$ cat src/rtl/z80_bus_pkg.sv
// Shared definitions for the Z80 bus controller.
//   NMI_VECTOR        opcode-fetch address that retires a pending NMI
//   INTACK_IDLE_DATA  byte returned during int-ack when no vector is supplied
//   MAX_IRQ           widest supported interrupt controller
//   wait_state_t      wait FSM state encoding (IDLE, HOLD)
//   prio_enc()        lowest-index-wins priority encoder with valid flag
package z80_bus_pkg;

  localparam logic [15:0] NMI_VECTOR       = 16'h0066;
  localparam logic [7:0]  INTACK_IDLE_DATA = 8'hFF;
  localparam int          MAX_IRQ          = 8;

  typedef logic [0:0] wait_state_t;
  localparam wait_state_t IDLE = 1'b0;
  localparam wait_state_t HOLD = 1'b1;

  typedef struct packed {
    logic       valid;
    logic [2:0] idx;
  } prio_t;

  // Scan from the top down so the lowest set index is the one left in r.
  function automatic prio_t prio_enc(input logic [MAX_IRQ-1:0] pending);
    prio_t r;
    r.valid = 1'b0;
    r.idx   = 3'd0;
    for (int i = MAX_IRQ - 1; i >= 0; i--) begin
      if (pending[i]) begin
        r.valid = 1'b1;
        r.idx   = 3'(i);
      end
    end
    return r;
  endfunction

endpackage

$ cat src/rtl/z80_wait_gen.sv
// Wait-state generator.
//   clk, reset_n  clock, asynchronous active-low reset
//   start         one-clock access-start strobe
//   n             number of wait clocks for this access (0 = none)
//   wait_n        active-low WAIT to the CPU
// On start with n>0 WAIT drops in the same clock, then stays low for n-1
// further clocks while the counter drains.
module z80_wait_gen
  import z80_bus_pkg::*;
(
  input  logic       clk,
  input  logic       reset_n,
  input  logic       start,
  input  logic [3:0] n,
  output logic       wait_n
);

  wait_state_t state_q, state_d;
  logic [3:0]  cnt_q, cnt_d;

  always_comb begin
    state_d = state_q;
    cnt_d   = cnt_q;
    wait_n  = 1'b1;
    case (state_q)
      IDLE: begin
        if (start && (n != 4'd0)) begin
          wait_n  = 1'b0;
          cnt_d   = n - 4'd1;
          state_d = HOLD;
        end
      end
      default: begin
        if (cnt_q != 4'd0) begin
          wait_n = 1'b0;
          cnt_d  = cnt_q - 4'd1;
        end else begin
          state_d = IDLE;
        end
      end
    endcase
  end

  always_ff @(posedge clk or negedge reset_n) begin
    if (!reset_n) begin
      state_q <= IDLE;
      cnt_q   <= 4'd0;
    end else begin
      state_q <= state_d;
      cnt_q   <= cnt_d;
    end
  end

endmodule

$ cat src/rtl/z80_bus_ctrl.sv
// Bus controller between a T80-class core and the system.
//   cpu_* side : raw active-low Z80 bus in, cpu_di/cpu_wait_n/cpu_int_n/cpu_nmi_n out
//   system side: adr/data_out/data_in, level strobes rd/wr/ir/iw,
//                write pulses wr_pulse/iw_pulse
//   interrupts : irq_req (rising-edge), irq_ack (one-clock pulse), nmi_req (rising-edge)
// Build option: define Z80_BUS_IM2_VECTOR_EN to return VECTOR_BASE | (sel<<1)
// during interrupt acknowledge; otherwise 8'hFF is returned (RST 38h).
module z80_bus_ctrl
  import z80_bus_pkg::*;
#(
  parameter int          NUM_IRQ     = 4,
  parameter int          MEM_WAIT    = 0,
  parameter int          IO_WAIT     = 1,
  parameter logic [7:0]  VECTOR_BASE = 8'hE0
) (
  input  logic               clk,
  input  logic               reset_n,
  input  logic [15:0]        cpu_a,
  input  logic [7:0]         cpu_do,
  output logic [7:0]         cpu_di,
  input  logic               cpu_mreq_n,
  input  logic               cpu_iorq_n,
  input  logic               cpu_rd_n,
  input  logic               cpu_wr_n,
  input  logic               cpu_rfsh_n,
  input  logic               cpu_m1_n,
  output logic               cpu_wait_n,
  output logic               cpu_int_n,
  output logic               cpu_nmi_n,
  output logic [15:0]        adr,
  output logic [7:0]         data_out,
  input  logic [7:0]         data_in,
  output logic               rd,
  output logic               wr,
  output logic               ir,
  output logic               iw,
  output logic               wr_pulse,
  output logic               iw_pulse,
  input  logic [NUM_IRQ-1:0] irq_req,
  output logic [NUM_IRQ-1:0] irq_ack,
  input  logic               nmi_req
);

`ifdef Z80_BUS_IM2_VECTOR_EN
  localparam bit IM2_EN = 1'b1;
`else
  localparam bit IM2_EN = 1'b0;
`endif

  localparam logic [3:0] MEM_N = 4'(MEM_WAIT);
  localparam logic [3:0] IO_N  = 4'(IO_WAIT);

  logic mreq, iorq, int_ack, nmi_clr;
  logic mem_acc, io_acc, mem_start, io_start, acc_start, ack_first, ack_end;
  logic mem_prev_q, mem_prev_d, io_prev_q, io_prev_d;
  logic wr_prev_q, wr_prev_d, iw_prev_q, iw_prev_d;
  logic ack_prev_q, ack_prev_d;
  logic nmi_prev_q, nmi_prev_d, nmi_pend_q, nmi_pend_d;
  logic [NUM_IRQ-1:0] irq_prev_q, irq_prev_d, pending_q, pending_d;
  logic [NUM_IRQ-1:0] irq_ack_q, irq_ack_d, irq_edge;
  logic [2:0]         sel_q, sel_d;
  logic               sel_vld_q, sel_vld_d;
  logic [MAX_IRQ-1:0] pend_ext, clr_full;
  prio_t              enc;
  logic [2:0]         cur_idx;
  logic               cur_vld;
  logic [3:0]         wait_n_sel;

  // Refresh cycles assert MREQ but are not system accesses; an int-ack
  // asserts IORQ with M1 and must not look like an IO access.
  assign mreq    = ~cpu_mreq_n & cpu_rfsh_n;
  assign iorq    = ~cpu_iorq_n & cpu_m1_n;
  assign int_ack = ~cpu_m1_n & ~cpu_iorq_n;

  assign rd = mreq & ~cpu_rd_n;
  assign wr = mreq & ~cpu_wr_n;
  assign ir = iorq & ~cpu_rd_n;
  assign iw = iorq & ~cpu_wr_n;

  assign adr      = cpu_a;
  assign data_out = cpu_do;

  // Edge detectors are held off while reset is low so that an access still
  // on the bus during reset cannot drop WAIT or fire a pulse.
  assign wr_pulse  = wr & ~wr_prev_q & reset_n;
  assign iw_pulse  = iw & ~iw_prev_q & reset_n;
  assign mem_acc   = rd | wr;
  assign io_acc    = ir | iw;
  assign mem_start = mem_acc & ~mem_prev_q;
  assign io_start  = io_acc & ~io_prev_q;
  assign acc_start = (mem_start | io_start) & reset_n;
  assign wait_n_sel = mem_start ? MEM_N : IO_N;

  z80_wait_gen u_wait (
    .clk     (clk),
    .reset_n (reset_n),
    .start   (acc_start),
    .n       (wait_n_sel),
    .wait_n  (cpu_wait_n)
  );

  assign ack_first = int_ack & ~ack_prev_q;
  assign ack_end   = ~int_ack & ack_prev_q;
  assign irq_edge  = irq_req & ~irq_prev_q;
  assign nmi_clr   = ~cpu_m1_n & ~cpu_mreq_n & (cpu_a == NMI_VECTOR);

  always_comb begin
    pend_ext = '0;
    pend_ext[NUM_IRQ-1:0] = pending_q;
  end

  assign enc = prio_enc(pend_ext);
  // The first ack clock uses the live encoder; later clocks use the captured
  // selection so a new request mid-ack cannot change the vector.
  assign cur_idx = ack_first ? enc.idx   : sel_q;
  assign cur_vld = ack_first ? enc.valid : sel_vld_q;

  always_comb begin
    cpu_di = data_in;
    if (int_ack) begin
      cpu_di = (IM2_EN && cur_vld) ? (VECTOR_BASE | {4'b0000, cur_idx, 1'b0})
                                   : INTACK_IDLE_DATA;
    end
  end

  always_comb begin
    mem_prev_d = mem_acc;
    io_prev_d  = io_acc;
    wr_prev_d  = wr;
    iw_prev_d  = iw;
    ack_prev_d = int_ack;
    irq_prev_d = irq_req;
    nmi_prev_d = nmi_req;
    sel_d      = sel_q;
    sel_vld_d  = sel_vld_q;
    if (ack_first) begin
      sel_d     = enc.idx;
      sel_vld_d = enc.valid;
    end
    clr_full = '0;
    if (ack_end && sel_vld_q) clr_full[sel_q] = 1'b1;
    irq_ack_d  = clr_full[NUM_IRQ-1:0];
    // Set after clear: a fresh edge on the channel being retired survives.
    pending_d  = (pending_q & ~clr_full[NUM_IRQ-1:0]) | irq_edge;
    nmi_pend_d = (nmi_pend_q & ~nmi_clr) | (nmi_req & ~nmi_prev_q);
  end

  always_ff @(posedge clk or negedge reset_n) begin
    if (!reset_n) begin
      mem_prev_q <= 1'b0;
      io_prev_q  <= 1'b0;
      wr_prev_q  <= 1'b0;
      iw_prev_q  <= 1'b0;
      ack_prev_q <= 1'b0;
      irq_prev_q <= '0;
      nmi_prev_q <= 1'b0;
      sel_q      <= 3'd0;
      sel_vld_q  <= 1'b0;
      irq_ack_q  <= '0;
      pending_q  <= '0;
      nmi_pend_q <= 1'b0;
    end else begin
      mem_prev_q <= mem_prev_d;
      io_prev_q  <= io_prev_d;
      wr_prev_q  <= wr_prev_d;
      iw_prev_q  <= iw_prev_d;
      ack_prev_q <= ack_prev_d;
      irq_prev_q <= irq_prev_d;
      nmi_prev_q <= nmi_prev_d;
      sel_q      <= sel_d;
      sel_vld_q  <= sel_vld_d;
      irq_ack_q  <= irq_ack_d;
      pending_q  <= pending_d;
      nmi_pend_q <= nmi_pend_d;
    end
  end

  assign irq_ack   = irq_ack_q;
  assign cpu_int_n = ~|pending_q;
  assign cpu_nmi_n = ~nmi_pend_q;

endmodule

$ cat config.mk
export PLATFORM = sky130hd
export DESIGN_NAME = z80_bus_ctrl
export DESIGN_NICKNAME = d
export VERILOG_FILES = /design/src/rtl/z80_bus_pkg.sv /design/src/rtl/z80_wait_gen.sv /design/src/rtl/z80_bus_ctrl.sv
export SDC_FILE = /design/constraint.sdc
export NUM_CORES = 1
export LEC_CHECK = 0
export ABC_AREA = 1
export CORE_MARGIN = 2
export CORE_UTILIZATION = 35
export CTS_CLUSTER_SIZE = 40
export DETAILED_ROUTE_END_ITERATION = 7
export PLACE_DENSITY = 0.81
export SLEW_MARGIN = 20
export SYNTH_ARGS = -nofsm -noshare
export SYNTH_HDL_FRONTEND = slang
export SYNTH_HIERARCHICAL = 1
export SYNTH_SLANG_ARGS = --single-unit
$ cat constraint.sdc
create_clock -name clk -period 1.1 [get_ports clk]
set_clock_uncertainty 0.05 [all_clocks]
set_input_delay 0.165 -clock clk [delete_from_list [all_inputs] [get_ports clk]]
set_output_delay 0.165 -clock clk [all_outputs]
set_load 0.03 [all_outputs]
==> results of run 1 <==
power breakdown:
group | leakage, nW | total [mW] | internal, mW | switching, mW
clock network | 0.0255 | 0.566 | 0.254 | 0.312
registers | 0.322 | 1.24 | 1.13 | 0.108
logic | 1.06 | 2.23 | 1.12 | 1.10
worst max-delay path, cell delays in order, from the launching register on:
cell	delay (ps)
dfrtp_1	370
inv_1	60
nand2_2	70
a21oi_2	140
nand3_2	110
nand2_4	110
inv_8	30
buf_6	120
Yosys cell counts (all sizes together):
| library cell | instances |
|---|---|
| nand3 | 12 |
| dfrtp | 27 |
| buf | 25 |
| nand4 | 1 |
| nor2 | 21 |
| conb | 1 |
| xor2 | 1 |
| o21ai | 7 |
| nor3 | 2 |
| a21oi | 5 |
| ha | 1 |
| or2 | 8 |
| nand2 | 41 |
| inv | 34 |
| o22ai | 4 |
through the flow:
step | cells | total power, mW | util [%]
after floorplan | 197 | 2.43 | -
after global placement | 324 | 3.06 | 55.3
after detailed placement | 324 | 3.11 | 55.3
after CTS | 341 | 3.92 | 60.1
after global routing | 342 | 4.27 | 61.6
final | 342 | 4.03 | 61.6
metal layers:
| metal | vias to the layer above | track usage [%] | wire [um] |
|---|---|---|---|
| met5 | - | 0 | 0 |
| met4 | 0 | 4.61 | 80 |
| met3 | 9 | 3.66 | 186 |
| met2 | 36 | 28.3 | 2140 |
| met1 | 681 | 18.5 | 1550 |
| li1 | 746 | - | - |
sequential cells by signal, summed over array words and instances (netlist names):
name            cells
wr_prev_q           1
irq_prev_q          4
sel_q               2
u_wait/cnt_q        4
sel_vld_q           1
io_prev_q           1
nmi_pend_q          1
nmi_prev_q          1
u_wait/state_q      1
pending_q           4
ack_prev_q          1
iw_prev_q           1
mem_prev_q          1
irq_ack             4
final timing paths:
kind | start | endpoint
setup / recovery | mem_prev_q$_DFF_PN0_ | cpu_wait_n
hold / removal | reset_n | u_wait/cnt_q[1]$_DFFE_PN0P_
setup reg to reg | mem_prev_q$_DFF_PN0_ | u_wait/cnt_q[2]$_DFFE_PN0P_
hold reg to reg | irq_prev_q[1]$_DFF_PN0_ | pending_q[1]$_DFF_PN0_
max in group asynchronous | reset_n | u_wait/state_q$_DFF_PN0_
min in group clk | cpu_mreq_n | wr_prev_q$_DFF_PN0_
kinds of logic after synthesis:
family | count (synthesis) | synth area share [%]
adder cells (fa/ha/maj) | 1 | 0.776
XOR/XNOR | 1 | 0.544
AND/OR/NAND/NOR | 85 | 28.3
flip-flops | 27 | 41.9
buffers and inverters | 59 | 20.4
AO/OA/AOI/OAI | 16 | 7.76
other | 1 | 0.233
layout make-up:
| cell class | instances | area [sq um] | share of cell area (%) |
|---|---|---|---|
| timing repair buffer | 114 | 1020 | 37.8 |
| multi-input combinational | 111 | 737 | 27.3 |
| sequential | 27 | 677 | 25.1 |
| inverter | 34 | 155 | 5.74 |
| tap | 52 | 65.1 | 2.41 |
| clock buffer | 3 | 41.3 | 1.53 |
| clock inverter | 1 | 5.00 | 0.185 |
timing repair:
item / CTS / global route
pin swaps: 15 / 12
hold buffers: 0 / 0
endpoints found under the setup margin: 26 / 23
setup buffers: 13 / 2
gates resized for setup: 96 / 28
gates cloned: 0 / 0
==> flow_metrics.py, run 1 <==
metrics = {
    "run": {
        "timing.max_cap.violations": 0,
    },
    "die": {
        "ios": 90,
        "die_height_um": 71.9,
        "rows": 24,
        "die-area_sq_um": 5160,
        "coreArea_sq_um": 4380,
        "die_x_um": 71.9,
        "initial_utilization_pct": 36.8,
    },
    "clocking": {
        "cts.sinks": 27,
        "root_buffer": "clkbuf_8",
        "ctsHtreeMaxLevel": 1,
        "tritoncts": "done",
        "path_clk_slew_ps": 90,
        "clk-insertion-delay-late_ps": 280,
        "cts_buffers": 3,
        "cts_buffer_depth": 2,
    },
    "logic_synthesis": {
        "synth_top_area_share_pct": 41.9,
        "synth_area_leaders": "dfrtp_1, buf_4, inv_1, nand2_1, nand2_2",
        "syn_area_sq_um": 1610,
        "synth_cell_types": 28,
        "yosysWarnings": 6,
        "synth_cells": 190,
        "ys_seq_elements": 27,
        "syn_avg_cell_area_sq_um": 8.48,
        "synth_top_area_cell": "dfrtp_1",
        "ys_seq_area_share_pct": 41.9,
    },
    "final_layout": {
        "final_cell_mix": "buf_4, dfrtp_1, buf_6",
        "final_common_cell": "buf_4",
        "area_delta_synth_final_pct": 67.6,
        "fin_nets": 337,
        "diodes": 0,
        "fillers": 363,
        "drive_above_1_share_pct": 51.4,
        "final_area_sq_um": 2700,
    },
    "worst_setup_path": {
        "end_kind": "output pin",
        "path_max_fanout": 3,
        "worstPathRequired_ps": 880,
        "arrival_ps": 1290,
        "worst-r2r-setup-slack_ps": -370,
        "rr_worst_depth": 11,
        "path_class": "flip-flop to output pin",
        "start_kind": "flip-flop",
    },
    "global_route": {
        "grt_pass1_vias": 1438,
        "overflow": 0,
        "track_usage_pct": 15.7,
        "antenna_found_initial": 0,
        "grt_pass1_wl_um": 6420,
        "grt_start_max_net_pins": 28,
    },
    "hold_path": {
        "hold_path.class": "primary input to asynchronous set/reset pin",
    },
    "placed_design": {
        "hpwl_um": 3040,
        "gp_congestion": 0.775,
        "dpl_cell_area_sq_um": 2430,
        "portBuffers": 73,
        "detailedPlace.worstSlack_ps": -782,
    },
    "sta": {
        "fin_crit_ps": 1500,
        "setup_ws_ps": -403,
        "finalHoldViolCount": 0,
        "max_freq_ghz": 0.665,
        "rsz0062_at_grt": "true",
        "finalSetupViolations": 11,
        "tns_ps": -2200,
        "hold_ws_ps": 4.51,
        "maxSlewViolCount": 0,
        "fin_crit_sh_pct": 137,
    },
    "route": {
        "drt_wl_total_um": 3970,
        "drtIter0Drc": 22,
        "vias_per_cell": 4.30,
        "firstDrtPassIters": 2,
        "post_drt_wl_per_cell_um": 11.6,
        "via_count": 1472,
        "drc": 0,
        "antenna_left": 0,
    },
    "power": {
        "p_leak_nw": 1.40,
        "max-vdd-ir-drop_mv": 0.741,
        "power_density_nw_per_um2": 1490,
    },
    "outcome": {
        "status": "finished, violations left",
        "failed_checks": "setup timing",
    },
}
No activity file was read; power rests on OpenSTA's default activity.
==> run 2: changes to the inputs <==
==> constraint.sdc (replaced) <==
create_clock -name clk -period 1.1 [get_ports clk]
set_clock_uncertainty 0.05 [all_clocks]
set_input_delay 0.165 -clock clk [delete_from_list [all_inputs] [get_ports clk]]
set_output_delay 0.165 -clock clk [all_outputs]
set_load 0.05 [all_outputs]
==> run 2 against run 1 <==
- the run still ends with setup timing left
- global-route usage grew 0.99 points
- die area unchanged
- first-iteration DRC count grew to 3.9 times the previous value
- maximum frequency down 1.8%
- cell count increased by 2.6%
- critical path type unchanged
- critical endpoint unchanged
- highest routed layer unchanged
- via count rose by 2.8%
==> flow_metrics.py, run 2 (synthesis results as in run 1) <==
metrics = {
    "route": {
        "drtIter0Drc": 85,
        "drt_wl_total_um": 4240,
        "post_drt_wl_per_cell_um": 12.1,
        "via_count": 1513,
        "drc": 0,
        "vias_per_cell": 4.31,
        "antenna_left": 0,
        "firstDrtPassIters": 4,
    },
    "placed_design": {
        "gp_congestion": 0.789,
        "portBuffers": 73,
        "dpl_cell_area_sq_um": 2850,
        "hpwl_um": 3310,
        "dp.cells": 335,
    },
    "power": {
        "max-vdd-ir-drop_mv": 0.677,
        "p_leak_nw": 1.55,
        "total_power_mw": 4.14,
        "p_seq_share_pct": 30.8,
        "power_density_nw_per_um2": 1340,
        "p_sw_mw": 1.63,
        "p_int_mw": 2.51,
        "switching_share_pct": 39.4,
        "comb_power_share_pct": 55.7,
        "p_clk_share_pct": 13.5,
    },
    "global_route": {
        "grt_pass1_wl_um": 6860,
        "grt_pass1_vias": 1554,
        "antenna_found_initial": 0,
        "overflow": 0,
        "track_usage_pct": 16.7,
        "grt_start_max_net_pins": 28,
    },
    "sta": {
        "setup_ws_ps": -431,
        "maxSlewViolCount": 0,
        "max_freq_ghz": 0.653,
        "tns_ps": -2630,
        "finalSetupViolations": 13,
        "finalHoldViolCount": 0,
        "fin_crit_ps": 1530,
        "fin_crit_sh_pct": 139,
        "rsz0062_at_grt": "true",
    },
    "worst_setup_path": {
        "path_max_fanout": 3,
        "path_class": "flip-flop to output pin",
        "start_kind": "flip-flop",
        "end_kind": "output pin",
        "worstPathRequired_ps": 880,
        "arrival_ps": 1320,
    },
    "final_layout": {
        "area_delta_synth_final_pct": 91.2,
        "stdcell_count": 351,
        "final_cell_mix": "buf_4, buf_12, dfrtp_1",
        "drive_above_1_share_pct": 52.2,
        "final_area_sq_um": 3080,
        "fin_nets": 346,
        "fin_util_pct": 70.3,
        "final_common_cell": "buf_4",
        "diodes": 0,
    },
    "clocking": {
        "path_clk_slew_ps": 100,
        "tritoncts": "done",
        "clk-insertion-delay-late_ps": 270,
        "cts.sinks": 27,
        "cts_buffers": 3,
        "ctsHtreeMaxLevel": 1,
        "root_buffer": "clkbuf_8",
        "cts_buffer_depth": 2,
    },
    "hold_path": {
        "hold_path.class": "primary input to asynchronous set/reset pin",
    },
    "die": {
        "initial_utilization_pct": 36.8,
        "die_x_um": 71.9,
        "ios": 90,
        "coreArea_sq_um": 4380,
        "die_height_um": 71.9,
        "rows": 24,
        "die-area_sq_um": 5160,
    },
    "outcome": {
        "failed_checks": "setup timing",
        "status": "finished, violations left",
    },
    "run": {
        "timing.max_cap.violations": 0,
    },
}
==> run 2: changes by cell type in the layout (fill, tap and decap cells not counted), sizes merged <==
cell	previous run	this run
buf	80	89
clkdlybuf4s50	21	10
clkinv	1	0
clkinvlp	0	1
dlygate4sd2	8	19
==> run 2: worst max-delay path, stage by stage, from the launching register on <==
cell     delay, ps
dfrtp_1        370
inv_1           60
nand2_2         80
nor2_2         100
nand2_1         90
nand3_2         90
nand2_4         80
inv_8           60
buf_8          130
==> run 2: worst paths after layout <==
| check | start | endpoint | slack (ps) | cells past startpoint |
|---|---|---|---|---|
| worst max-delay path | mem_prev_q$_DFF_PN0_ | cpu_wait_n | -430 | 8 |
| worst min-delay path | reset_n | u_wait/cnt_q[1]$_DFFE_PN0P_ | 20 | 2 |
| worst max register to register | mem_prev_q$_DFF_PN0_ | u_wait/cnt_q[2]$_DFFE_PN0P_ | -340 | 11 |
| worst min register to register | irq_prev_q[1]$_DFF_PN0_ | pending_q[1]$_DFF_PN0_ | 400 | 1 |
| max in group asynchronous | reset_n | u_wait/state_q$_DFF_PN0_ | 710 | 2 |
| min in group clk | cpu_wr_n | mem_prev_q$_DFF_PN0_ | 100 | 2 |
==> run 2: repair_timing <==
action                                  4_1_cts  5_1_grt
hold endpoints to repair                      0        0
buffers inserted                              8        7
pin swaps                                    22       13
gates resized for setup                      62       13
hold buffers                                  0        0
endpoints found under the setup margin       47       25
==> run 2: final cells by class <==
class,instances,area (sq um)
inverter,34,155
tap,52,65.1
multi-input combinational,111,734
clock buffer,3,41.3
timing repair buffer,123,1400
sequential,27,677
clock inverter,1,7.51
fill,324,1300
==> run 2: stage by stage <==
step,hold WS (ps),worst slack [ps]
floorplan,-181,-123
global placement,280,-659
detailed placement,280,-716
CTS,29.2,-426
global route,51.3,-482
finish,18.9,-431
==> run 2: power groups by stage <==
stage / combinational, mW / clock (mW) / sequential [mW]
after floorplan: 1.35 / 0 / 1.24
after global placement: 2.02 / 0 / 1.27
after detailed placement: 2.07 / 0 / 1.29
after CTS: 2.18 / 0.580 / 1.27
after global routing: 2.48 / 0.613 / 1.30
final: 2.30 / 0.561 / 1.27
==> run 2: metal layers <==
| metal | vias to the layer above | routed length [um] | GRT usage, % |
|---|---|---|---|
| met5 | - | 0 | 0 |
| met3 | 2 | 175 | 3.09 |
| met1 | 709 | 1540 | 19.0 |
| met2 | 37 | 2520 | 32.6 |
| li1 | 765 | - | - |
| met4 | 0 | 11 | 2.52 |
